$ cat src/rtl/spi_arb_pkg.sv
// spi_arb_pkg: shared types and constants for the SPI bus arbiter.
//   state_t   - arbiter FSM states
//   REQ_INERT - requester index of the inertial sensor interface
//   REQ_A2D   - requester index of the battery A2D
//   umax      - unsigned maximum, used for parameter-derived widths
//   req_oh    - one-hot requester vector from a winner index
package spi_arb_pkg;

    typedef enum logic [1:0] {
        IDLE  = 2'd0,
        START = 2'd1,
        BUSY  = 2'd2,
        GUARD = 2'd3
    } state_t;

    localparam int unsigned REQ_INERT = 0;
    localparam int unsigned REQ_A2D   = 1;

    function automatic int unsigned umax(input int unsigned a, input int unsigned b);
        return (a > b) ? a : b;
    endfunction

    function automatic logic [1:0] req_oh(input logic w);
        logic [1:0] oh;
        oh = 2'b00;
        if (w) oh[REQ_A2D] = 1'b1;
        else   oh[REQ_INERT] = 1'b1;
        return oh;
    endfunction

endpackage

$ cat src/rtl/spi_arb_tmr.sv
// spi_arb_tmr: up-counter with synchronous clear and a programmable terminal count.
// Shared by the arbiter for the inter-transaction guard gap and the BUSY watchdog.
//   clk   - system clock
//   rst_n - asynchronous active-low reset
//   clr   - clear counter to zero (takes priority over en)
//   en    - count enable; the counter saturates at limit and never wraps
//   limit - terminal count value
//   tc    - high while the count equals limit
module spi_arb_tmr #(
    parameter int unsigned WIDTH = 4
) (
    input  logic             clk,
    input  logic             rst_n,
    input  logic             clr,
    input  logic             en,
    input  logic [WIDTH-1:0] limit,
    output logic             tc
);

    logic [WIDTH-1:0] cnt_q, cnt_d;

    assign tc = (cnt_q == limit);

    always_comb begin
        cnt_d = cnt_q;
        if (clr) begin
            cnt_d = '0;
        end else if (en && !tc) begin
            cnt_d = cnt_q + 1'b1;
        end
    end

    always_ff @(posedge clk or negedge rst_n) begin
        if (!rst_n) cnt_q <= '0;
        else        cnt_q <= cnt_d;
    end

endmodule

$ cat src/rtl/spi_bus_arbiter.sv
// spi_bus_arbiter: shares one SPI monarch between the inertial sensor interface (req 0)
// and the battery A2D (req 1). Round-robin, one transaction at a time, with a guard gap
// of GAP_CYCLES idle clocks after every transaction.
// Optional BUSY watchdog enabled by defining SPI_ARB_TMO_EN (TMO_CYCLES clocks).
// Ports:
//   clk, rst_n          - clock, asynchronous active-low reset
//   req[1:0]            - level requests, held with cmd stable until own done
//   cmd0, cmd1          - SPI command words of requester 0 / 1
//   done[1:0], err[1:0] - one-clock completion / watchdog-abort pulses to the winner
//   rd_data             - last SPI read word, valid with done
//   gnt[1:0]            - one-hot grant, grant cycle through done cycle
//   spi_wrt, spi_cmd    - start strobe and latched command to the SPI monarch
//   spi_done, spi_rd_data - completion pulse and read data from the SPI monarch
//   ss_sel              - slave select route (0 inertial, 1 A2D)
module spi_bus_arbiter
    import spi_arb_pkg::*;
#(
    parameter int unsigned GAP_CYCLES = 4,
    parameter int unsigned TMO_CYCLES = 1024
) (
    input  logic        clk,
    input  logic        rst_n,
    input  logic [1:0]  req,
    input  logic [15:0] cmd0,
    input  logic [15:0] cmd1,
    output logic [1:0]  done,
    output logic [1:0]  err,
    output logic [15:0] rd_data,
    output logic [1:0]  gnt,
    output logic        spi_wrt,
    output logic [15:0] spi_cmd,
    input  logic        spi_done,
    input  logic [15:0] spi_rd_data,
    output logic        ss_sel
);

    localparam int unsigned CW = $clog2(umax(umax(GAP_CYCLES, TMO_CYCLES), 1) + 1);
    // Terminal counts are N-1 because the counter sits at 0 on the first cycle of a state.
    localparam logic [CW-1:0] GAP_LIM = CW'(umax(GAP_CYCLES, 1) - 1);

    state_t      state_q, state_d;
    logic        last_q, last_d;
    logic [1:0]  gnt_q, gnt_d;
    logic [15:0] spi_cmd_q, spi_cmd_d;
    logic        ss_sel_q, ss_sel_d;
    logic [15:0] rd_data_q, rd_data_d;
    logic [1:0]  done_q, done_d;
    logic        spi_wrt_q, spi_wrt_d;

    logic        win;
    logic        grant;
    logic        finish;
    logic        tmo_hit;
    logic        tmr_clr;
    logic        tmr_en;
    logic [CW-1:0] tmr_limit;
    logic        tmr_tc;

    // Both requesting: the one not served last wins. Otherwise the sole requester wins.
    assign win    = (req == 2'b11) ? ~last_q : req[REQ_A2D];
    assign grant  = (state_q == IDLE) && (|req);
    assign finish = (state_q == BUSY) && spi_done;

    // Counter restarts from zero on every state entry.
    assign tmr_clr = (state_d != state_q);

`ifdef SPI_ARB_TMO_EN
    localparam logic [CW-1:0] TMO_LIM = CW'(umax(TMO_CYCLES, 1) - 1);
    assign tmr_en    = (state_q == GUARD) || (state_q == BUSY);
    assign tmr_limit = (state_q == GUARD) ? GAP_LIM : TMO_LIM;
    assign tmo_hit   = (state_q == BUSY) && tmr_tc;
`else
    assign tmr_en    = (state_q == GUARD);
    assign tmr_limit = GAP_LIM;
    assign tmo_hit   = 1'b0;
`endif

    spi_arb_tmr #(
        .WIDTH (CW)
    ) u_tmr (
        .clk   (clk),
        .rst_n (rst_n),
        .clr   (tmr_clr),
        .en    (tmr_en),
        .limit (tmr_limit),
        .tc    (tmr_tc)
    );

    // State register
    always_ff @(posedge clk or negedge rst_n) begin
        if (!rst_n) state_q <= IDLE;
        else        state_q <= state_d;
    end

    // Next-state logic
    always_comb begin
        state_d = state_q;
        unique case (state_q)
            IDLE:  if (|req) state_d = START;
            START: state_d = BUSY;
            BUSY: begin
                if (spi_done || tmo_hit) state_d = (GAP_CYCLES == 0) ? IDLE : GUARD;
            end
            GUARD: if (tmr_tc) state_d = IDLE;
            default: state_d = IDLE;
        endcase
    end

    // Output / datapath next values
    always_comb begin
        last_d    = last_q;
        gnt_d     = gnt_q;
        spi_cmd_d = spi_cmd_q;
        ss_sel_d  = ss_sel_q;
        rd_data_d = rd_data_q;
        done_d    = 2'b00;
        spi_wrt_d = (state_q == START);

        // gnt stays up through the done/err cycle, then drops; a new grant overrides.
        if ((|done_q) || (|err)) gnt_d = 2'b00;
        if (grant) begin
            gnt_d     = req_oh(win);
            spi_cmd_d = win ? cmd1 : cmd0;
            ss_sel_d  = win;
            last_d    = win;
        end
        if (finish) begin
            rd_data_d = spi_rd_data;
            done_d    = req_oh(ss_sel_q);
        end
    end

    always_ff @(posedge clk or negedge rst_n) begin
        if (!rst_n) begin
            last_q    <= 1'b1;
            gnt_q     <= 2'b00;
            spi_cmd_q <= 16'h0000;
            ss_sel_q  <= 1'b0;
            rd_data_q <= 16'h0000;
            done_q    <= 2'b00;
            spi_wrt_q <= 1'b0;
        end else begin
            last_q    <= last_d;
            gnt_q     <= gnt_d;
            spi_cmd_q <= spi_cmd_d;
            ss_sel_q  <= ss_sel_d;
            rd_data_q <= rd_data_d;
            done_q    <= done_d;
            spi_wrt_q <= spi_wrt_d;
        end
    end

`ifdef SPI_ARB_TMO_EN
    logic [1:0] err_q, err_d;

    // spi_done on the abort clock is a normal completion, so the abort needs !spi_done.
    always_comb begin
        err_d = 2'b00;
        if (tmo_hit && !spi_done) err_d = req_oh(ss_sel_q);
    end

    always_ff @(posedge clk or negedge rst_n) begin
        if (!rst_n) err_q <= 2'b00;
        else        err_q <= err_d;
    end

    assign err = err_q;
`else
    assign err = 2'b00;
`endif

    assign gnt     = gnt_q;
    assign spi_cmd = spi_cmd_q;
    assign ss_sel  = ss_sel_q;
    assign rd_data = rd_data_q;
    assign done    = done_q;
    assign spi_wrt = spi_wrt_q;

endmodule

$ cat config.mk
export PLATFORM = sky130hd
export DESIGN_NAME = spi_bus_arbiter
export DESIGN_NICKNAME = d
export VERILOG_FILES = /design/src/rtl/spi_arb_pkg.sv /design/src/rtl/spi_arb_tmr.sv /design/src/rtl/spi_bus_arbiter.sv
export SDC_FILE = /design/constraint.sdc
export NUM_CORES = 1
export LEC_CHECK = 0
export ABC_CLOCK_PERIOD_IN_PS = 2100
export CAP_MARGIN = 20
export CORE_MARGIN = 2
export CORE_UTILIZATION = 37
export CTS_CLUSTER_DIAMETER = 200
export DETAILED_ROUTE_END_ITERATION = 10
export DONT_BUFFER_PORTS = 1
export PLACE_DENSITY = 0.49
export SLEW_MARGIN = 20
export SYNTH_ARGS = -nofsm -noshare
export SYNTH_HDL_FRONTEND = slang
export SYNTH_SLANG_ARGS = --single-unit
$ cat constraint.sdc
create_clock -name clk -period 2.1 [get_ports clk]
set_input_delay 0.525 -clock clk [delete_from_list [all_inputs] [get_ports clk]]
set_output_delay 0.525 -clock clk [all_outputs]
set_load 0.05 [all_outputs]
==> summary.txt, run 1 <==
Power
  – NetSw: 2.30 mW
  – Flop pwr share: 65.4%
  – Power per cell area: 1840 nW/um^2
  – Share of power burned in combinational logic: 21.4%
  – Pint: 2.21 mW
  – Switching Share: 51.0%
  – Clock Power Share: 13.3%
  – Static Leak: 1.15 nW
  – Peak supply drop: 1.00 mV

Routing
  – DRC violations left: 0
  – Drt first pass iters: 4
  – Avg WL per Cell: 18.3 um
  – Drt total wl: 4.70 mm
  – DR vias/cell: 5.68
  – Post-route ant nets: 0
  – DRT iter0 DRCs: 57
  – Routed vias: 1459

Yosys
  – Number of flops mapped to enable cells by yosys: 0
  – Cell count after synthesis: 178
  – Asr flop ratio synth: 100%
  – Mean post-synth cell area: 12.7 um^2
  – Sequential area share after synthesis: 57.7%
  – Syn. warnings: 0
  – Yosys cell types: 39
  – Top FF cell, synth: dfrtp_1
  – Mapped Area: 2260 um^2
  – Synth Register Bits: 52

STA
  – Hold Fails Final Rpt: 0
  – Achievable Freq: 0.518 GHz
  – Period utilisation layout: 91.9%
  – Final slew viol count: 0
  – Rel. slew slack: 53.3%
  – Setup-failing EPs final: 0
  – Slew @ Worst Pin: 700 ps
  – Fin Setup TNS: 0 ps
  – Final min period: 1930 ps
  – RSZ-0062 raised after global routing: no
  – Clk_skew: 5.84 ps

Clock tree
  – H-tree depth: 2
  – CTS Buf Count: 5
  – Clk buf depth: 2
  – CTS clk-pin slew, worst paths: 90 ps
  – TritonCTS clock tree: built
  – Clock sink total: 52
  – Worst-skew pair later-pin latency: 300 ps
  – Root buf cell: clkbuf_8
  – CTS hold repair buffers: 1
  – # Post-CTS Setup Buffers: 0
  – Cts repair resizes: 0

Setup path
  – Crit. End Element: flip-flop
  – CP arrival: 2110 ps
  – Critical Path Source Type: flip-flop
  – R2r endpoint: u_tmr.cnt_q[10]
  – CP Cell Sequence: ha_1 > nor4b_1 > a31oi_1 > nor2_2 > a21oi_1
  – Worst Path Max Fanout: 9
  – Worst Reg-to-Reg Cells: 5
  – CP max stage delay: 420 ps
  – Worst EP required: 2280 ps
  – Kind of critical path: reg -> reg
  – Setup slack on the worst flop-to-flop path: 170 ps
  – Reg2reg start: u_tmr.cnt_q[0]
  – Worst path slowest cell: dfrtp_1

Cells and area
  – NumNets Final: 235
  – Antenna diodes: 0
  – Fin cells: 257
  – Share of cells above drive strength 1: 21.4%
  – Multi-input gate area: 897 um^2
  – Area grow syn2layout: 8.26%
  – Filler cell count: 554
  – Sequential Area: 1300 um^2

Global routing
  – Initial antenna violation count: 0
  – GRT overflow: 0
  – Global-route wire length before repair: 7.10 mm
  – Vias in the first global route: 1485
  – GRT Resource Usage Total: 14.1%
  – Largest net degree at the start of global routing: 52

Floorplan
  – DIE AREA: 6740 um^2
  – Die Wd: 82.1 um
  – Number of core rows: 28
  – Initial core utilization: 38.1%
  – Core area: 5920 um^2
  – Ports: 93
  – Die Y: 82.1 um

Placement
  – Post-Place Cells: 248
  – Detailed Place HPWL: 3.33 mm
  – Buffers on Ports: 0
  – GP Congestion: 0.825

Run status
  – Outcome: complete, no violations

Worst hold path
  – Hold/Removal Path Class: in -> async

Run
  – Max-cap viol count: 0
-- power by group through the flow --
stage / clock [mW] / combinational [mW] / sequential [mW]
global placement: 0 / 0.899 / 2.96
CTS: 0.621 / 0.986 / 2.95
floorplan: 0 / 0.818 / 2.87
global route: 0.671 / 1.08 / 3.02
finish: 0.598 / 0.963 / 2.94
detailed placement: 0 / 0.959 / 2.97
-- Yosys cell counts (2+ instances only) --
library cell / n / area share, %
dfrtp_1: 51 / 57
a21o_1: 20 / 6.7
a22o_1: 17 / 6.6
mux2_2: 17 / 8.5
nor2_1: 8 / 1.3
a21oi_1: 5 / 1.1
nand3_1: 5 / 1.1
o21ai_0: 5 / 1.1
or3_1: 5 / 1.4
buf_2: 4 / 0.89
nand2_1: 4 / 0.66
buf_4: 3 / 1.0
nand3b_1: 2 / 0.66
nand4_1: 2 / 0.55
nor3_1: 2 / 0.44
nor3b_1: 2 / 0.66
nor4_1: 2 / 0.55
xnor2_1: 2 / 0.78
xor2_1: 2 / 0.78
-- placed cells by master (no fill, tap or decap), types with 2 or more instances in the layout --
master,instances
a21o_1,20
a21oi_1,5
a22o_1,17
buf_4,3
clkbuf_8,6
conb_1,2
dfrtp_1,51
mux2_2,17
nand2_1,4
nand3_1,5
nand3b_1,2
nand4_1,2
nor2_1,8
nor3_1,2
nor3b_1,2
nor4_1,2
o21ai_0,5
or3_1,5
xnor2_1,2
xor2_1,2
-- cell type report --
| type | instances | area share, % |
|---|---|---|
| multi-input combinational | 117 | 36.7 |
| sequential | 52 | 53.3 |
| inverter | 1 | 0.154 |
| tap | 75 | 3.84 |
| clock buffer | 6 | 3.38 |
| timing repair buffer | 4 | 2.05 |
| clock inverter | 2 | 0.563 |
-- state kept, by name, summed over array words and instances (netlist names) --
signal	cells
done	2
u_tmr.cnt_q	11
rd_data	16
spi_cmd	16
ss_sel	1
state_q	2
gnt	2
spi_wrt	1
last_q	1
-- worst max-delay path: cells and delay by family, from the launching register on --
family          cells  cell delay, ps
fa+ha+maj           1             280
flops               1             420
compound gates      2             330
simple gates        2             780
-- per-layer routing --
layer	up-vias	global-route usage, %	share of wire (%)
li1	658	-	-
met1	732	17.0	42
met2	62	22.8	48
met3	7	6.09	8.6
met4	0	5.00	1.2
met5	-	0	0
-- kinds of logic after synthesis --
logic type / count (synthesis) / synth area share, %
xor gates and xnor gates: 4 / 1.55
adders and majority gates: 1 / 0.554
and+or+nand+nor: 42 / 12.0
other: 1 / 0.166
buffers and inverters: 10 / 2.72
DFF: 52 / 57.7
AOI/OAI and AO/OA: 51 / 16.8
muxes: 17 / 8.48
-- metrics by stage --
step	power [mW]	util, %	area [um^2]	worst slack (ps)	hold slack, ps
final	4.50	41.3	2440	170	51.9
after global routing	4.77	41.3	2440	33.6	22.4
after global placement	3.86	39.2	2320	362	231
after CTS	4.56	41.3	2440	188	39.5
after detailed placement	3.93	39.2	2320	244	231
after floorplan	3.69	-	2260	531	229
-- worst max path at each step --
stage               slack [ps]           start  cells after the start         endpoint
floorplan                  530  u_tmr.cnt_q[0]                      5   u_tmr.cnt_q[2]
global placement           360  u_tmr.cnt_q[0]                      5   u_tmr.cnt_q[4]
detailed placement         240  u_tmr.cnt_q[1]                      5  u_tmr.cnt_q[10]
CTS                        190  u_tmr.cnt_q[0]                      5  u_tmr.cnt_q[10]
global route                30  u_tmr.cnt_q[0]                      5   u_tmr.cnt_q[2]
finish                     170  u_tmr.cnt_q[0]                      5  u_tmr.cnt_q[10]
Note: power is estimated with default switching activity, not from simulation.
==> inputs of run 2 (changes only) <==
--- a/config.mk
+++ b/config.mk
@@ -10,8 +10,10 @@
 export CORE_MARGIN = 2
 export CORE_UTILIZATION = 37
 export CTS_CLUSTER_DIAMETER = 200
+export CTS_CLUSTER_SIZE = 8
 export DETAILED_ROUTE_END_ITERATION = 10
 export DONT_BUFFER_PORTS = 1
+export GPL_TIMING_DRIVEN = 0
 export PLACE_DENSITY = 0.49
 export SLEW_MARGIN = 20
 export SYNTH_ARGS = -nofsm -noshare
==> summary.txt, run 2 (synthesis results as in run 1) <==
Run status
  – Outcome: complete, no violations

STA
  – RSZ-0062 raised after global routing: no
  – Rel. slew slack: 64.0% (+11 points)
  – Slew @ Worst Pin: 537 ps (-163 ps)
  – Final min period: 1750 ps (-179 ps)
  – Final slew viol count: 0 (unchanged)
  – Setup-failing EPs final: 0 (unchanged)
  – Period utilisation layout: 83.4% (-8.5 points)
  – Fin Setup TNS: 0 ps (unchanged)
  – Achievable Freq: 0.571 GHz (+10%)
  – Clk_skew: 3.79 ps (-2.05 ps)
  – Final setup margin: 349 ps (+179 ps)
  – Hold Fails Final Rpt: 0 (unchanged)

Setup path
  – Worst Reg-to-Reg Cells: 5 (unchanged)
  – Setup slack on the worst flop-to-flop path: 350 ps (+180 ps)
  – Reg2reg start: u_tmr.cnt_q[0]
  – Kind of critical path: reg -> reg
  – CP arrival: 1970 ps (-140 ps)
  – Worst EP required: 2320 ps (+40 ps)
  – Critical Path Source Type: flip-flop
  – Worst Path Max Fanout: 9 (unchanged)
  – Crit. End Element: flip-flop
  – R2r endpoint: u_tmr.cnt_q[8]

Clock tree
  – CTS Buf Count: 5 (unchanged)
  – Root buf cell: clkbuf_8
  – Clock sink total: 52 (unchanged)
  – Worst-skew pair later-pin latency: 300 ps (about the same)
  – # Post-CTS Setup Buffers: 0 (unchanged)
  – CTS clk-pin slew, worst paths: 90 ps (about the same)
  – H-tree depth: 2 (unchanged)
  – TritonCTS clock tree: built
  – Clk buf depth: 2 (unchanged)

Routing
  – Drt total wl: 4.74 mm (+0.72%)
  – Post-route ant nets: 0 (unchanged)
  – Avg WL per Cell: 18.0 um (-1.6%)
  – DRC violations left: 0 (unchanged)
  – Drt first pass iters: 4 (unchanged)
  – DRT iter0 DRCs: 100 (+75%)
  – Routed vias: 1478 (+1.3%)
  – DR vias/cell: 5.62 (-1.0%)

Placement
  – Pre-CTS setup slack: 175 ps (-69.1 ps)
  – Placed cell area: 2350 um^2 (+1.5%)
  – Detailed Place HPWL: 3.35 mm (+0.81%)
  – Buffers on Ports: 0 (unchanged)
  – GP Congestion: 0.770 (-6.6%)

Cells and area
  – Sequential Area: 1300 um^2 (unchanged)
  – NumNets Final: 241 (+2.6%)
  – Commonest cells after routing, fill and taps aside: 51 x dfrtp_1, 20 x a21o_1, 17 x mux2_2, 17 x a22o_1, 8 x nor2_1
  – Area grow syn2layout: 10.3%
  – Most common cell after layout, fill and taps aside: dfrtp_1
  – Antenna diodes: 0 (unchanged)
  – Multi-input gate area: 908 um^2 (+1.3%)
  – Filler cell count: 554 (unchanged)
  – Share of cells above drive strength 1: 23.9% (+2.5 points)
  – Design Area, Final: 2490 um^2 (+1.9%)

Power
  – Peak supply drop: 0.850 mV (-15%)
  – Tot Pwr: 4.53 mW (+0.57%)
  – Static Leak: 1.18 nW (+2.5%)
  – Power per cell area: 1820 nW/um^2 (-1.3%)

Worst hold path
  – Hold/Removal Path Class: in -> async

Floorplan
  – Die Wd: 82.1 um (unchanged)
  – Core area: 5920 um^2 (unchanged)
  – Number of core rows: 28 (unchanged)
  – Die Y: 82.1 um (unchanged)
  – Ports: 93 (unchanged)
  – DIE AREA: 6740 um^2 (unchanged)
  – Initial core utilization: 38.1% (unchanged)

Run
  – Max-cap viol count: 0 (unchanged)

Global routing
  – Largest net degree at the start of global routing: 52 (unchanged)
  – Vias in the first global route: 1554 (+4.6%)
  – GRT overflow: 0 (unchanged)
  – Global-route wire length before repair: 7.41 mm (+4.4%)
  – Initial antenna violation count: 0 (unchanged)
  – GRT Resource Usage Total: 14.5% (+0.39 points)
==> run 2: changes by cell type in the layout (fill, tap and decap cells not counted) <==
cell      before  now
buf_2          0    4
nor2_2         1    0
nor4b_1        1    0
nor2_4         0    1
clkbuf_1       0    1
nor4b_2        0    1
buf_6          0    1
==> run 2: worst max path at each step <==
stage | start | end | slack, ps | cells after the start
2_1_floorplan | u_tmr.cnt_q[0] | u_tmr.cnt_q[2] | 530 | 5
3_3_place_gp | u_tmr.cnt_q[0] | u_tmr.cnt_q[2] | 230 | 5
3_5_place_dp | u_tmr.cnt_q[0] | u_tmr.cnt_q[3] | 180 | 5
4_1_cts | u_tmr.cnt_q[0] | u_tmr.cnt_q[3] | 170 | 5
5_1_grt | u_tmr.cnt_q[0] | u_tmr.cnt_q[10] | 160 | 5
6_report | u_tmr.cnt_q[0] | u_tmr.cnt_q[8] | 350 | 5
==> run 2: worst max-delay path, stage by stage (launching register included) <==
cell and delay, ps:
dfrtp_1 440, ha_1 290, nor4b_2 190, a31oi_1 450, nor2_4 150, a21oi_1 150
==> run 2: stage by stage <==
stage | util, % | hold WS [ps] | instances
after detailed placement | 39.8 | 231 | 254
final | 42.1 | 60.0 | 263
after global placement | 39.8 | 231 | 254
after global routing | 42.1 | 39.5 | 263
after CTS | 41.9 | 45.0 | 263
after floorplan | - | 229 | 179
==> run 2: layout make-up <==
class,count,area share [%]
Sequential cell,52,52.3
Timing Repair Buffer,1,1.11
Clock inverter,2,0.553
Buffer,9,2.31
Tap cell,75,3.77
Clock buffer,6,3.32
Inverter,1,0.151
Multi-Input combinational cell,117,36.5
==> run 2: per-layer routing <==
metal / part of all wire [%] / global-route usage (%) / vias up
met5: 0 / 0 / -
met4: 0.97 / 4.00 / 0
met3: 8.6 / 5.33 / 5
met2: 49 / 23.9 / 64
met1: 41 / 18.1 / 740
li1: - / - / 669
==> run 2: report_power, final <==
| group | switching, mW | total (mW) | internal [mW] |
|---|---|---|---|
| combinational | 0.424 | 0.991 | 0.567 |
| clock | 0.322 | 0.592 | 0.270 |
| sequential | 1.56 | 2.95 | 1.39 |
| total | 2.30 | 4.53 | 2.23 |
==> run 2: timing repair <==
action                                  CTS  global route
resized for setup                         0             2
endpoints found under the setup margin    0             9
hold endpoints to repair                 51             0
hold buffers                              1             0
==> inputs of run 3 (changes only) <==
--- a/config.mk
+++ b/config.mk
@@ -5,7 +5,7 @@
 export SDC_FILE = /design/constraint.sdc
 export NUM_CORES = 1
 export LEC_CHECK = 0
-export ABC_CLOCK_PERIOD_IN_PS = 2100
+export ABC_CLOCK_PERIOD_IN_PS = 1600
 export CAP_MARGIN = 20
 export CORE_MARGIN = 2
 export CORE_UTILIZATION = 37
@@ -14,7 +14,7 @@
 export DETAILED_ROUTE_END_ITERATION = 10
 export DONT_BUFFER_PORTS = 1
 export GPL_TIMING_DRIVEN = 0
-export PLACE_DENSITY = 0.49
+export PLACE_DENSITY = 0.51
 export SLEW_MARGIN = 20
 export SYNTH_ARGS = -nofsm -noshare
 export SYNTH_HDL_FRONTEND = slang
==> constraint.sdc (replaced) <==
create_clock -name clk -period 1.6 [get_ports clk]
set_input_delay 0.4 -clock clk [delete_from_list [all_inputs] [get_ports clk]]
set_output_delay 0.4 -clock clk [all_outputs]
set_load 0.05 [all_outputs]
==> summary.txt, run 3 (synthesis results as in run 1) <==
Placement
  – Post-Place Cells: 254 (unchanged)
  – Buffers on Ports: 0 (unchanged)
  – Detailed Place HPWL: 3.33 mm (-0.76%)
  – GP Congestion: 0.791 (+2.7%)
  – Placed cell area: 2350 um^2 (unchanged)

STA
  – Period utilisation layout: 96.8% (+13 points)
  – Min Hold Slack: -213 ps (-273 ps)
  – Slew @ Worst Pin: 539 ps (+1.57 ps)
  – Fin Setup TNS: 0 ps (unchanged)
  – Achievable Freq: 0.645 GHz (+13%)
  – Setup-failing EPs final: 0 (unchanged)
  – Final min period: 1550 ps (-202 ps)
  – Rel. slew slack: 64.1% (about the same)
  – Clk_skew: 7.47 ps (+3.68 ps)
  – Hold Fails Final Rpt: 52 (+52)
  – Final slew viol count: 0 (unchanged)

Routing
  – Post-route ant nets: 0 (unchanged)
  – Avg WL per Cell: 18.2 um (+1.3%)
  – Drt first pass iters: 4 (unchanged)
  – DR vias/cell: 5.63 (+0.11%)
  – DRC violations left: 0 (unchanged)
  – DRT iter0 DRCs: 79 (-21%)
  – Routed vias: 1519 (+2.8%)
  – Drt total wl: 4.93 mm (+4.0%)

Setup path
  – Worst Reg-to-Reg Cells: 5 (unchanged)
  – CP Cell Sequence: nand2_1 > and3_2 > buf_6 > a22o_1 > a21o_1
  – Critical Path Source Type: flip-flop
  – Worst EP required: 1800 ps (-520 ps)
  – CP arrival: 1750 ps (-220 ps)
  – Kind of critical path: reg -> reg
  – Crit. End Element: flip-flop
  – Worst Path Max Fanout: 10 (+1)
  – R2r endpoint: spi_cmd[11]
  – CP max stage delay: 540 ps (+90 ps)
  – Reg2reg start: last_q
  – Setup slack on the worst flop-to-flop path: 50 ps (-300 ps)
  – Worst path slowest cell: dfstp_2

Cells and area
  – Final Util: 44.5% (+2.5 points)
  – Filler cell count: 549 (-0.90%)
  – Commonest cells after routing, fill and taps aside: 47 x dfrtp_1, 20 x a21o_1, 17 x mux2_2, 17 x a22o_1, 11 x buf_4
  – Fin cells: 270 (+2.7%)
  – Most common cell after layout, fill and taps aside: dfrtp_1
  – Area grow syn2layout: 16.8%
  – NumNets Final: 248 (+2.9%)
  – Sequential Area: 1310 um^2 (+0.38%)
  – Design Area, Final: 2640 um^2 (+5.9%)
  – Antenna diodes: 0 (unchanged)
  – Share of cells above drive strength 1: 32.8% (+8.9 points)
  – Multi-input gate area: 1010 um^2 (+11%)

Global routing
  – Global-route wire length before repair: 7.36 mm (-0.74%)
  – Initial antenna violation count: 0 (unchanged)
  – GRT Resource Usage Total: 14.5% (about the same)
  – Vias in the first global route: 1500 (-3.5%)
  – Largest net degree at the start of global routing: 53 (+1.9%)
  – GRT overflow: 0 (unchanged)

Run status
  – Failing checks: hold timing
  – Outcome: complete, but fails checks

Power
  – Static Leak: 1.22 nW (+3.5%)
  – Peak supply drop: 1.01 mV (+19%)
  – Power per cell area: 2390 nW/um^2 (+32%)

Clock tree
  – Worst-skew pair later-pin latency: 300 ps (about the same)
  – Clk buf depth: 2 (unchanged)
  – H-tree depth: 2 (unchanged)
  – TritonCTS clock tree: built
  – Root buf cell: clkbuf_8
  – CTS clk-pin slew, worst paths: 90 ps (about the same)
  – Clock sink total: 52 (unchanged)
  – CTS Buf Count: 5 (unchanged)

Floorplan
  – Initial core utilization: 38.1% (unchanged)
  – Die Wd: 82.1 um (unchanged)
  – Core area: 5920 um^2 (unchanged)
  – DIE AREA: 6740 um^2 (unchanged)
  – Ports: 93 (unchanged)
  – Die Y: 82.1 um (unchanged)
  – Number of core rows: 28 (unchanged)

Run
  – Max-cap viol count: 0 (unchanged)

Worst hold path
  – Hold/Removal Path Class: in -> async
run 3: timing repair:
| action | in CTS | in global routing |
|---|---|---|
| buffers inserted | 0 | 8 |
| resized for setup | 12 | 12 |
| endpoints found under the hold margin | 52 | 52 |
| cloned | 1 | 0 |
| endpoints found under the setup margin | 15 | 37 |
| pin swaps | 1 | 6 |
run 3: layer usage:
layer	global-route usage, %	share of wire [%]
met5	0	0
met4	6.00	2.3
met3	5.54	9.7
met2	23.3	49
met1	17.6	39
run 3: area by class of cell:
cell class                 instances  share of cell area, %
sequential                        52                   49.6
multi-input combinational        118                   38.2
tap                               75                   3.56
clock buffer                       6                   2.75
timing repair buffer               8                   2.28
buffer                             8                   2.04
clock inverter                     2                   1.47
inverter                           1                  0.142
run 3: how the worst max path moves through the flow:
stage	startpoint	end	slack (ps)
2_1_floorplan	u_tmr.cnt_q[0]	u_tmr.cnt_q[2]	30
3_3_place_gp	u_tmr.cnt_q[0]	u_tmr.cnt_q[6]	-280
3_5_place_dp	u_tmr.cnt_q[0]	u_tmr.cnt_q[3]	-310
4_1_cts	u_tmr.cnt_q[0]	u_tmr.cnt_q[4]	20
5_1_grt	u_tmr.cnt_q[0]	u_tmr.cnt_q[5]	-8
6_report	last_q	spi_cmd[11]	50
run 3: critical path: cells and delay by family, from the launching register on:
family	cells	cell delay, ps
AOI/OAI and AO/OA	2	330
buffers and inverters	1	170
DFF	1	540
and+or+nand+nor	2	400
run 3: through the flow:
step	setup slack [ps]	hold WS (ps)	power, mW
final	50.4	-213	6.31
after global placement	-276	107	5.09
after detailed placement	-307	106	5.17
after floorplan	31.5	104	4.85
after global routing	-8.10	-244	6.64
after CTS	21.3	-230	6.20
run 3: where the power goes:
group / total, mW / internal [mW] / switching (mW)
sequential: 3.88 / 1.83 / 2.05
combinational: 1.54 / 0.875 / 0.662
clock: 0.895 / 0.473 / 0.422
total: 6.31 / 3.18 / 3.13
==> edit 1: new RTL, config.mk and constraints of run 1 <==
`rd_data_q` no longer has a reset.
--- a/src/rtl/spi_bus_arbiter.sv
+++ b/src/rtl/spi_bus_arbiter.sv
@@ -138,3 +138,2 @@
             ss_sel_q  <= 1'b0;
-            rd_data_q <= 16'h0000;
             done_q    <= 2'b00;
@@ -146,3 +145,2 @@
             ss_sel_q  <= ss_sel_d;
-            rd_data_q <= rd_data_d;
             done_q    <= done_d;
@@ -150,2 +148,6 @@
         end
+    end
+
+    always_ff @(posedge clk) begin
+        rd_data_q <= rd_data_d;
     end
Function: differs if rst_n is asserted again (counterexample within 4 cycles, from zero or initial values and one cycle with rst_n low); with rst_n held inactive, the same outputs for 10 cycles.
==> edit 1 against run 1 <==
Sequential cell count unchanged; synthesized cell count shrank 7.3%; hold slack got worse by 10 ps; utilization grew 1.0 points; sequential power shrank 19%; cell count fell by 6.6%; synthesized area shrank 4.5%; critical path depth unchanged; die area shrank 4.3%; design area fell by 3.5%; setup slack lost 34 ps; total power fell by 15%; routed wire length fell by 2.3%; critical endpoint is now u_tmr.cnt_q[4].
==> edit 1: results (changes against run 1) <==
N_diodes: 0 (unchanged)
PortBufs: 0 (unchanged)
Nets: 221 (was 235)
Synth area leaders: dfrtp_1, edfxtp_1, a21o_1, a22o_1, nor2_1 (was dfrtp_1, mux2_2, a21o_1, a22o_1, or3_1)
Drt via density: 5.77 (was 5.68)
Syn_area_per_cell: 13.1 um2 (was 12.7 um2)
Sequential cell area fraction in the yosys report: 0.641 (was 0.577)
Drt first pass iters: 5 (was 4)
Initial antenna violation count: 0 (unchanged)
Routability Congestion: 0.784 (was 0.825)
CP Max Fanout: 9 (unchanged)
Clock Tree Buf Depth: 2 (unchanged)
First-pass GRT wire length: 7.13 mm (was 7.10 mm)
EDFF count, synth: 16 (was 0)
Outcome: finished, final reports clean (unchanged)
Core outline area: 5570 um2 (was 5920 um2)
Fill cells: 527 (was 554)
Async SR Flop Fraction: 0.692 (was 1.00)
Worst skew pair latency: 300 ps (about the same)
Number of global-route vias before repair: 1505 (was 1485)
Worst Hold Class: in -> async (unchanged)
Worst-path clk slew: 90 ps (about the same)
CTS Buf Count: 5 (unchanged)
Slowest CP cell: dfrtp_1 (unchanged)
CP arrival: 2140 ps (was 2110 ps)
GRT Total Usage: 0.146 (was 0.141)
Synth warnings: 0 (unchanged)
Post_cts resized: 0 (unchanged)
Peak VDD IR: 857 uV (was 1000 uV)
CTS H-tree lvls: 2 (unchanged)
Slowest stage delay, CP: 460 ps (was 420 ps)
Share of layout cells above drive strength 1: 0.119 (was 0.214)
Detailed Place HPWL: 3.35 mm (was 3.33 mm)
Largest net degree at the start of global routing: 36 (was 52)
Max_slew headroom: 0.488 (was 0.533)
Post-route setup slack: 136 ps (was 170 ps)
Leakage: 1.06 nW (was 1.15 nW)
Vias post-DR: 1384 (was 1459)
Placed cell count: 231 (was 248)
Yosys cell types: 40 (was 39)
Post-synth top cells: dfrtp_1, a21o_1, a22o_1 (was dfrtp_1, a21o_1, a22o_1, mux2_2, nor2_1)
Main synth FF type: dfrtp_1 (unchanged)
Root Driver: clkbuf_8 (unchanged)
Iteration-0 DRC Markers: 39 (was 57)
Setup Skew: 11.0 ps (was 5.84 ps)
Critical path's top delay family: simple AND/OR/NAND/NOR gates (unchanged)
R2R setup slack: 140 ps (was 170 ps)
Wire per inst: 19.2 um (was 18.3 um)
[edit 1: repair_timing]
action                    4_1_cts  5_1_grt
setup buffers                   0        0
hold endpoints to repair       35        0
hold buffers                    1        0
[edit 1: layout make-up]
| type | count | area, um2 | area share |
|---|---|---|---|
| well taps | 72 | 90.1 | 0.0382 |
| clock inverters | 1 | 30.0 | 0.0127 |
| inverters | 1 | 3.75 | 0.00159 |
| repair buffers | 3 | 35.0 | 0.0149 |
| clock buffers | 7 | 97.6 | 0.0414 |
| flip-flops and latches | 52 | 1380 | 0.587 |
| multi-input cells | 104 | 718 | 0.305 |
[edit 1: power breakdown]
group / leakage, nW / internal (W) / switching (W)
Clock: 0.0636 / 0.000429 / 0.000323
Combinational: 0.379 / 0.000347 / 0.000361
Sequential: 0.614 / 0.00135 / 0.00102
[edit 1: stage by stage]
stage / cell area, um2 / power, W / util / hold slack, ps
3_5_place_dp: 2210 / 0.00310 / 0.396 / 231
5_1_grt: 2360 / 0.00402 / 0.423 / 29.4
3_3_place_gp: 2210 / 0.00305 / 0.396 / 231
2_1_floorplan: 2160 / 0.00293 / - / 229
6_report: 2360 / 0.00383 / 0.423 / 41.7
4_1_cts: 2360 / 0.00387 / 0.423 / 36.1
[edit 1: cell families (layout without fill, tap and decap cells)]
kind of cell               Yosys count  after routing  share of synthesized area
buffers and inverters               10             12                     0.0273
other                                1              2                    0.00174
xor gates and xnor gates             4              4                     0.0163
AOI/OAI and AO/OA                   52             52                      0.179
and+or+nand+nor                     45             45                      0.128
DFF                                 52             52                      0.641
adders and majority gates            1              1                    0.00580
[edit 1: final timing paths]
| path | start | to | depth (start not counted) |
|---|---|---|---|
| worst min register to register | last_q | last_q | 1 |
| max in group asynchronous | rst_n | spi_cmd[6] | 1 |
| worst max-delay path | u_tmr.cnt_q[0] | u_tmr.cnt_q[4] | 5 |
| min in group clk | spi_rd_data[10] | rd_data[10] | 0 |
| worst max register to register | u_tmr.cnt_q[0] | u_tmr.cnt_q[4] | 5 |
| worst min-delay path | rst_n | u_tmr.cnt_q[0] | 1 |
[edit 1: metal layers]
layer	wire length (um)	part of all wire	GRT usage
met3	394	0.086	0.0562
met1	1710	0.37	0.159
met5	0	0	0
met2	2410	0.52	0.249
met4	80	0.017	0.0644
==> edit 2: new RTL, settings of run 1 <==
Made on the original files. `TMO_CYCLES`: 1024 -> 2048.
--- a/src/rtl/spi_bus_arbiter.sv
+++ b/src/rtl/spi_bus_arbiter.sv
@@ -18,3 +18,3 @@
     parameter int unsigned GAP_CYCLES = 4,
-    parameter int unsigned TMO_CYCLES = 1024
+    parameter int unsigned TMO_CYCLES = 2048
 ) (
Behaviour: no difference found for any inputs over 10 cycles, from zero or initial values and one cycle with rst_n low; that may be too few to reach the edited logic, so the function may still have changed.
==> edit 2 against run 1 <==
Count of clock-buffer cells in the layout down 1; sequential cell count up 1; critical endpoint is now u_tmr.cnt_q[1]; sequential share of layout area down 1.3 points; synthesized area up 4.6%; first-iteration DRC count up 40%; setup slack better by 170 ps; largest power group unchanged; sequential power up 2%; total power up 5.9%; design area up 4.4%; routed wire length up 5.1%.
==> edit 2: results (changes against run 1) <==
Crit share post-route: 0.840 (was 0.919)
Yosys cell types: 37 (was 39)
Syn Std Cell Area: 2360 um2 (was 2260 um2)
Share of layout cells above drive strength 1: 0.191 (was 0.214)
Sequential cell area fraction in the yosys report: 0.562 (was 0.577)
Register share of the cell area: 0.520 (was 0.533)
Seq power: 0.00301 W (was 0.00294 W)
Reg2reg end: u_tmr.cnt_q[1] (was u_tmr.cnt_q[10])
DR WL met2: 2.39 mm (was 2.27 mm)
Setup Skew: 2.25 ps (was 5.84 ps)
Hold slack final: 54.8 ps (was 51.9 ps)
Peak VDD IR: 885 uV (was 1000 uV)
Synth area leaders: dfrtp_1, mux2_2, a21o_1, a22o_1, nand3_1 (was dfrtp_1, mux2_2, a21o_1, a22o_1, or3_1)
Final non-clock buffer share: 0.0226 (was 0.0205)
Multi-input gate count: 130 (was 117)
FF+latch count: 53 (was 52)
Net Sw Frac: 0.504 (was 0.510)
Pre-CTS worst setup slack: 352 ps (was 244 ps)
First-pass GRT wire length: 7.82 mm (was 7.10 mm)
Clk power: 0.000689 W (was 0.000598 W)
Wl on met1: 2.04 mm (was 1.97 mm)
Compound-Gate Fraction of Synth Area: 0.182 (was 0.168)
Met2 Usage GRT: 0.231 (was 0.228)
Iteration-0 DRC Markers: 80 (was 57)
Largest net degree at the start of global routing: 53 (was 52)
CP arrival: 1960 ps (was 2110 ps)
Clock network area share: 0.0422 (was 0.0394)
Clock buffer cells: 5 (was 6)
Post-synth top cells: dfrtp_1, a21o_1, a22o_1, mux2_2, nand3_1 (was dfrtp_1, a21o_1, a22o_1, mux2_2, nor2_1)
Wire per inst: 17.9 um (was 18.3 um)
Mapped Cells: 198 (was 178)
Outcome: finished, final reports clean (unchanged)
GR met1 Demand/Resource: 0.164 (was 0.170)
Fill cells: 609 (was 554)
Number of global-route vias before repair: 1674 (was 1485)
Leakage: 1.25 nW (was 1.15 nW)
GRT Total Usage: 0.140 (was 0.141)
Clk pwr share: 0.144 (was 0.133)
Detailed Place HPWL: 3.39 mm (was 3.33 mm)
Area occupied by multi-input gates: 947 um2 (was 897 um2)
Non-CTS buffers: 5 (was 4)
R2R setup slack: 340 ps (was 170 ps)
Routed WL: 4.94 mm (was 4.70 mm)
Routed wl met3: 469 um (was 406 um)
Setup CP Type: reg -> reg (unchanged)
Adder-Cell Fraction of Synth Area: 0.00530 (was 0.00554)
Vias post-DR: 1582 (was 1459)
Worst Setup EP: u_tmr.cnt_q[1] (was u_tmr.cnt_q[10])
Xor and xnor area share after synthesis: 0 (was 0.0155)
==> edit 2: cell count changes after synthesis, moves of 3 or more <==
| cell | run 1 | this run |
|---|---|---|
| a21o_1 | 20 | 23 |
| inv_1 | 1 | 4 |
| nand2_1 | 4 | 11 |
| nand3_1 | 5 | 13 |
==> edit 2: what timing repair did <==
| action | 4_1_cts | 5_1_grt |
|---|---|---|
| hold buffers | 1 | 0 |
| hold endpoints to repair | 52 | 0 |
| buffers inserted | 0 | 0 |
==> edit 2: critical path: cells and delay by family (launching register included) <==
kind,cells,cell delay [ps]
and+or+nand+nor,1,280
adders and majority gates,1,300
buffers and inverters,1,210
DFF,1,410
AOI/OAI and AO/OA,2,460
==> edit 2: logic make-up (layout without fill, tap and decap cells) <==
kind of cell,Yosys count,in the layout
flops,53,53
mux,16,16
other cells,1,2
fa+ha+maj,1,1
buf+inv,16,16
simple gates,54,54
compound gates,57,57
